===== src/rtl/fetch_sequencer.sv =====
// Instruction-fetch controller: owns the PC, issues req/ack fetches to instruction
// memory and hands each instruction plus its PC to decode over valid/ready.
module fetch_sequencer #(
  parameter logic [63:0] RESET_VECTOR = 64'h0
) (
  input  logic        clk,
  input  logic        reset,
  output logic        imem_req,
  output logic [63:0] imem_addr,
  input  logic        imem_ack,
  input  logic [31:0] imem_rdata,
  output logic        inst_valid,
  input  logic        inst_ready,
  output logic [31:0] inst_word,
  output logic [63:0] inst_pc,
  input  logic        redirect_valid,
  input  logic [63:0] redirect_pc,
  output logic        misalign_err,
  output logic [31:0] fetch_count
);

  typedef enum logic [1:0] {
    ST_IDLE  = 2'd0,
    ST_FETCH = 2'd1,
    ST_VALID = 2'd2
  } state_e;

  state_e      state_q, state_d;
  logic [63:0] pc_q, pc_d;
  logic [63:0] pend_pc_q, pend_pc_d;
  logic        kill_q, kill_d;
  logic [31:0] inst_word_q, inst_word_d;
  logic [63:0] inst_pc_q, inst_pc_d;
  logic [31:0] fetch_count_q, fetch_count_d;
  logic        misalign_q, misalign_d;
  logic [63:0] redir_tgt_s;

  // Redirect targets are word-aligned before use; the low bits only feed the error pulse.
  assign redir_tgt_s = {redirect_pc[63:2], 2'b00};

  // Next-state, PC selection and capture of the fetched instruction.
  always_comb begin
    state_d       = state_q;
    pc_d          = pc_q;
    pend_pc_d     = pend_pc_q;
    kill_d        = kill_q;
    inst_word_d   = inst_word_q;
    inst_pc_d     = inst_pc_q;
    fetch_count_d = fetch_count_q;
    misalign_d    = redirect_valid & (redirect_pc[1:0] != 2'b00);

    case (state_q)
      ST_IDLE: begin
        state_d = ST_FETCH;
        if (redirect_valid) begin
          pc_d = redir_tgt_s;
        end else begin
          pc_d = pc_q;
        end
      end

      ST_FETCH: begin
        if (imem_ack) begin
          // A redirect landing with the ack beats any older pending target.
          if (redirect_valid) begin
            pc_d   = redir_tgt_s;
            kill_d = 1'b0;
          end else if (kill_q) begin
            pc_d   = pend_pc_q;
            kill_d = 1'b0;
          end else begin
            inst_word_d = imem_rdata;
            inst_pc_d   = pc_q;
            state_d     = ST_VALID;
          end
        end else if (redirect_valid) begin
          // The outstanding request must finish at pc_q, so park the target.
          kill_d    = 1'b1;
          pend_pc_d = redir_tgt_s;
        end else begin
          kill_d = kill_q;
        end
      end

      ST_VALID: begin
        if (redirect_valid) begin
          pc_d    = redir_tgt_s;
          state_d = ST_FETCH;
        end else if (inst_ready) begin
          pc_d          = pc_q + 64'd4;
          fetch_count_d = fetch_count_q + 32'd1;
          state_d       = ST_FETCH;
        end else begin
          state_d = ST_VALID;
        end
      end

      default: begin
        state_d = ST_IDLE;
      end
    endcase
  end

  // State and datapath registers with asynchronous reset.
  always_ff @(posedge clk or posedge reset) begin
    if (reset) begin
      state_q       <= ST_IDLE;
      pc_q          <= RESET_VECTOR;
      pend_pc_q     <= 64'h0;
      kill_q        <= 1'b0;
      inst_word_q   <= 32'h0;
      inst_pc_q     <= 64'h0;
      fetch_count_q <= 32'h0;
      misalign_q    <= 1'b0;
    end else begin
      state_q       <= state_d;
      pc_q          <= pc_d;
      pend_pc_q     <= pend_pc_d;
      kill_q        <= kill_d;
      inst_word_q   <= inst_word_d;
      inst_pc_q     <= inst_pc_d;
      fetch_count_q <= fetch_count_d;
      misalign_q    <= misalign_d;
    end
  end

  // While killed, pc_q is untouched, so it is still the held request address.
  assign imem_req     = (state_q == ST_FETCH);
  assign imem_addr    = pc_q;
  assign inst_valid   = (state_q == ST_VALID);
  assign inst_word    = inst_word_q;
  assign inst_pc      = inst_pc_q;
  assign misalign_err = misalign_q;
  assign fetch_count  = fetch_count_q;

endmodule


===== config.mk =====
export PLATFORM = sky130hd
export DESIGN_NAME = fetch_sequencer
export DESIGN_NICKNAME = d
export VERILOG_FILES = /design/src/rtl/fetch_sequencer.sv
export SDC_FILE = /design/constraint.sdc
export NUM_CORES = 1
export LEC_CHECK = 0
export BUFFER_PORTS_ARGS = -buffer_cell sky130_fd_sc_hd__buf_2
export CORE_MARGIN = 2
export CORE_UTILIZATION = 59
export CTS_CLUSTER_DIAMETER = 120
export CTS_CLUSTER_SIZE = 30
export DETAILED_ROUTE_END_ITERATION = 12
export GPL_ROUTABILITY_DRIVEN = 0
export PLACE_DENSITY_LB_ADDON = 0.08
export SETUP_SLACK_MARGIN = 0.02
export SLEW_MARGIN = 20
export SYNTH_ARGS = -nofsm -noshare
export SYNTH_HDL_FRONTEND = slang
export SYNTH_SLANG_ARGS = --single-unit

===== constraint.sdc =====
create_clock -name clk -period 12.24 [get_ports clk]
set_input_delay 1.224 -clock clk [delete_from_list [all_inputs] [get_ports clk]]
set_output_delay 1.224 -clock clk [all_outputs]
set_load 0.01 [all_outputs]

Yosys cells after proc, flatten, opt, wreduce, memory -nomap -nowiden
Index checks and enable logic that the tools add are counted.
- bits in registers: 258
- latch bits: 0
- bits in writable memories: 0
- memory bits (read-only): 0
- input port bits: 101
- output and inout bits: 195
- word-level logic and storage cells: 47
- memories kept: 0
- $add $sub $neg: 2
- $mul: 0
- divide/modulo/power cells: 0
- magnitude comparators: 0
- eq/ne operators: 8
- shift operators: 0
- muxes and demuxes: 15
- bitwise gates (word level): 4
- reduce and logical (&&, ||, !) cells: 10
- operator list (operator ; number):
    2-to-1 mux 64 bit ; 6
    one-hot mux 64 bit (3 select lines) ; 1
    adder 64 x 3 -> 64 bit, second input constant ; 1
    adder 32 x 1 -> 32 bit, second input constant ; 1
    2-to-1 mux 2 bit ; 5
    AND reduction 3 bit ; 3
    != test 2 bit, second input constant ; 3
    != test 3 x 1 -> 1 bit, second input constant ; 2
    one-hot mux 2 bit (3 select lines) ; 1
    AND reduction 5 bit ; 1
    AND reduction 4 bit ; 1
    nonzero test 2 bit ; 2
    inverter 1 bit ; 3
    nonzero test 3 bit ; 1
    == test 2 x 1 -> 1 bit, second input constant ; 1
    == test 2 bit, second input constant ; 1
    zero test 2 bit ; 1
    2-to-1 mux 1 bit ; 2
    != test 2 x 1 -> 1 bit, second input constant ; 1
    AND reduction 2 bit ; 1
    bitwise AND 1 bit ; 1

Logic depth before layout (Yosys ltp)
- word-level depth: 4
- mapped depth: 11
- gate-level depth less buffers: 7

Least setup slack after synthesis
No wires, ideal clock.
- path type: input to register
- start: in redirect_valid
- end: reg pc_q[40] (netlist: imem_addr[40])
- data arrival time: 2.579 ns
- required time: 12.109 ns
- slack: 9.530 ns
- stages on the path: 8
- buffers on the path: 3
- path through: nand2b_1 -> buf_4 -> o221ai_2 -> or2_1 -> buf_2 -> buf_6 -> nor3_1 -> or3_1
- cells in the longest elaborated chain, start to end: 3
- elaborated cells between the ends (all ways): 8
- ends and longest elaborated chain (element ; RTL line ; source):
    from (decl) ; 16 ; input logic redirect_valid,
    2-to-1 mux 64 bit ; 65 ; if (redirect_valid) begin
    2-to-1 mux 64 bit ; 63 ; if (imem_ack) begin
    one-hot mux 64 bit (3 select lines) ; 52 ; case (state_q)
    to (signal assigned) ; 117 ; pc_q <= pc_d;
    to (decl) ; 29 ; logic [63:0] pc_q, pc_d;
Parallel ways exist; a longest one is shown, timed or not. The select of a mux whose other input is x is not followed.
A chain may end at the register's enable or synchronous reset.

Final worst setup path
- start: reg state_q[1]
- end: reg pc_q[20] (netlist: imem_addr[20])
- cells in the longest elaborated chain, start to end: 3
- elaborated cells between the ends (all ways): 10
- ends and longest elaborated chain (element ; RTL line ; source):
    from (decl) ; 28 ; state_e state_q, state_d;
    from (signal assigned) ; 116 ; state_q <= state_d;
    == test 2 bit (tied with other cells) ; 52 ;
    != test 3 x 1 -> 1 bit (no source line) (tied with other cells) ; n/a ;
    AND reduction 5 bit (no source line) ; n/a ;
Parallel ways exist; a longest one is shown, timed or not.

==> out/summary.md <==
The initial antenna violation count came out at 0. The number of antenna diodes in the final layout is 0. The type of element capturing the critical path was a flip-flop. The first detailed-routing pass took 6 iterations. The clock-pin slew of the registers on the worst-case setup and hold paths was 120 ps.

The share of flip-flops with an asynchronous set or reset came out at 100%. The cell at the root of the clock tree was clkbuf_16. Summed over all layers, the routed wires come to 37700 um. Sorting the synthesized cells by area gives the leading types as dfrtp_1, mux2_2, o21ai_0, nor2_1, nand4_1. Fill cells in the final layout number 1733. Once the floorplan was initialized, standard cells occupied 60.5% of the core. The clock passes through at most 3 buffers. The most common cell after layout, fill and taps aside is buf_2. The highest ir drop seen on vdd is 0.151 mV. In the final routed layout, each cell accounts on average for 21.5 um. The synthesized design contains 254 register bits. The actual transition at the worst max-transition pin is 944 ps, and the placement row count is 54. The smallest clock period supported by the final layout is computed as 3650 ps. The average instance in the mapped netlist occupies 10.6 um2. The number of synthesized flops with an enable pin came out at 0.

The total power divided by cell area works out to 248 nW/um2. The sort of element at the start of the critical path is a flip-flop. TritonCTS built the clock tree. The tools report the final worst clock skew as 28.4 ps. 296 I/O pins were placed. In this run the worst path has a maximum fanout of 56. Maximum level of the CTS H-tree: 1.

The final layout contains 1576 nets. Max-cap violations in this run came to 0. The total CTS buffers was 12; the number of buffer cells added on primary ports was 291. Of the post-synthesis cell area, the dominant cell type holds 48.0%. Summed over all layers, the global routing overflow is 0. Yosys printed 0 warnings. X dimension of the die: 154 um. The biggest area contributor in the post-synthesis netlist is dfrtp_1.

Count of different cell masters after synthesis: 81. Setup repair after global routing left no endpoint under its margin. Gates resized during post-CTS repair numbered 0. For this run, the leading register cell type out of synthesis is dfrtp_1. In the final layout, the share of cells above drive strength 1 is 35.4%. The utilization after layout is 68.9%, and the global-route wire length before repair is 60000 um. The clock sink total was 254; the detailed-placement wirelength estimate was 25600 um. The tightest min-delay check is of the reg2reg type.

The clock latency at the later pin of the worst-skew pair was 500 ps; the share of the clock period used by the worst path was 29.8%. Count of final hold-check violations: 0. Summing over every cut layer, the via total after detailed routing is 11399. The run finished with clean final reports. For the post-cts hold buffer count, the log shows 0. The worst endpoint data arrival time was 4020 ps. By startpoint and endpoint, the worst setup path is classified as reg2reg. Source of the worst register-to-register timing path: state_q[1]. The die boundary height was 154 um. Summed over all cells, the static leakage comes to 6.89 nW. Overall power consumption after layout is estimated at 3.74 mW. Number of remaining DRC errors: 0.

The number of placed instances, taps included, is 1734. The number of endpoints failing setup at the final stage was 0; the setup TNS after final layout was 0 ps. For this run, the register share of the synthesized area comes to 48.0%. The library cells used most frequently in the layout, excluding fill and tap cells, are buf_2, dfrtp_1, mux2_2, nor2_1, nand2_1. At the worst endpoint, the required time is 12610 ps. Global routing usage summed across all routing layers: 31.1%. The die covers 23600 um2.

The core region is 21900 um2. Tracing the worst setup path back leads to its startpoint at state_q[1]. The synthesized instance count was 1244; the highest clock rate was 0.274 GHz. Entering global routing, the biggest net connects 106 pins.

After clock tree synthesis, the setup repair step added 0 buffers. Post-route antenna net violation count: 0. The run gives 0 as the number of pins with negative max-slew slack in the final report. The launch instance of the worst min-delay path is fetch_count[31]. The detailed router finished its first iteration with 1122 violations. The tools report the number of global-route vias before repair as 11086. The number of vias per cell is 6.52, and the worst slew margin relative to its limit is 37.1%. Growth of design area from synthesis to finish: 13.9%. Leaving out filler cells and counting taps, the final layout contains 1749. The synthesized netlist occupies a cell area of 13200 um2.
## registers in the layout (all words and copies together) (netlist names)
signal / count
inst_word: 32
kill_q: 1
inst_pc: 62
pend_pc_q: 62
fetch_count: 32
imem_addr: 62
state_q: 2
misalign_err: 1
## final timing paths
path	to	slack, ps	depth (start not counted)
max in group asynchronous	fetch_count[3]	10000	3
setup reg to reg	imem_addr[20]	8590	8
hold reg to reg	fetch_count[31]	470	1
setup / recovery	imem_addr[20]	8590	8
min in group asynchronous	pend_pc_q[36]	860	2
hold / removal	fetch_count[31]	470	1
## cells in the mapped netlist, types with 5 or more instances
cell type	number
dfrtp_1	254
mux2_2	157
nor2_1	96
nand2_1	86
o21ai_0	75
nand4_1	52
clkbuf_1	51
nand3_1	35
nor4_1	31
buf_2	30
a21oi_1	24
xnor2_1	24
a22o_1	22
inv_1	22
nor3_1	21
a221o_1	12
a221oi_1	12
and3_1	11
or4_1	11
xor2_1	11
a22oi_1	10
mux2i_1	10
or3_1	10
a222oi_1	9
and4_1	9
o31ai_1	9
a31oi_1	8
nand4_2	8
o2bb2ai_1	8
and2_1	7
buf_4	7
o2111ai_1	7
clkbuf_2	6
ha_1	6
o211ai_1	6
o221ai_1	5
## power breakdown
part | total, mW | internal, mW | switching [mW]
clock | 0.466 | 0.196 | 0.270
combinational | 1.69 | 0.730 | 0.955
sequential | 1.59 | 1.19 | 0.397
total | 3.74 | 2.12 | 1.62
## layer usage
metal	up-vias	global-route usage [%]	routed length (um)
li1	5101	-	-
met1	5598	44.9	16000
met2	628	49.3	17700
met3	72	5.05	3190
met4	0	8.30	823
met5	-	0	0
## logic make-up after synthesis
logic type      after synthesis  synth area share [%]
compound gates              243                  13.2
xor+xnor                     35                  2.32
fa+ha+maj                     6                 0.567
buf+inv                     122                  4.17
flops                       254                  48.0
mux                         167                  14.1
other cells                   1                0.0283
simple gates                416                  17.5
## layout make-up
| class | count | area [um2] | area share, % |
|---|---|---|---|
| repair buffers | 307 | 1580 | 10.5 |
| multi-input cells | 871 | 6350 | 42.1 |
| flip-flops and latches | 254 | 6360 | 42.2 |
| inverters | 23 | 93.8 | 0.622 |
| well taps | 280 | 350 | 2.32 |
| clock inverters | 1 | 16.3 | 0.108 |
| clock buffers | 13 | 325 | 2.16 |
## critical path, cell delays in order, from the launching register on
cell and delay [ps]:
dfrtp_1 430, inv_1 120, ha_1 540, nand2b_1 110, a21oi_1 600, or2_2 720, buf_4 610, a211oi_1 90
a211o_1 280
## metrics by stage
step           hold slack, ps  cell area [um2]  setup slack [ps]
2_1_floorplan             471            13200              4030
3_3_place_gp              457            14700              8250
3_5_place_dp              457            14700              8160
4_1_cts                   477            15100              8620
5_1_grt                   520            15100              8370
6_report                  469            15100              8590
Note: power is estimated with default switching activity, not from simulation.
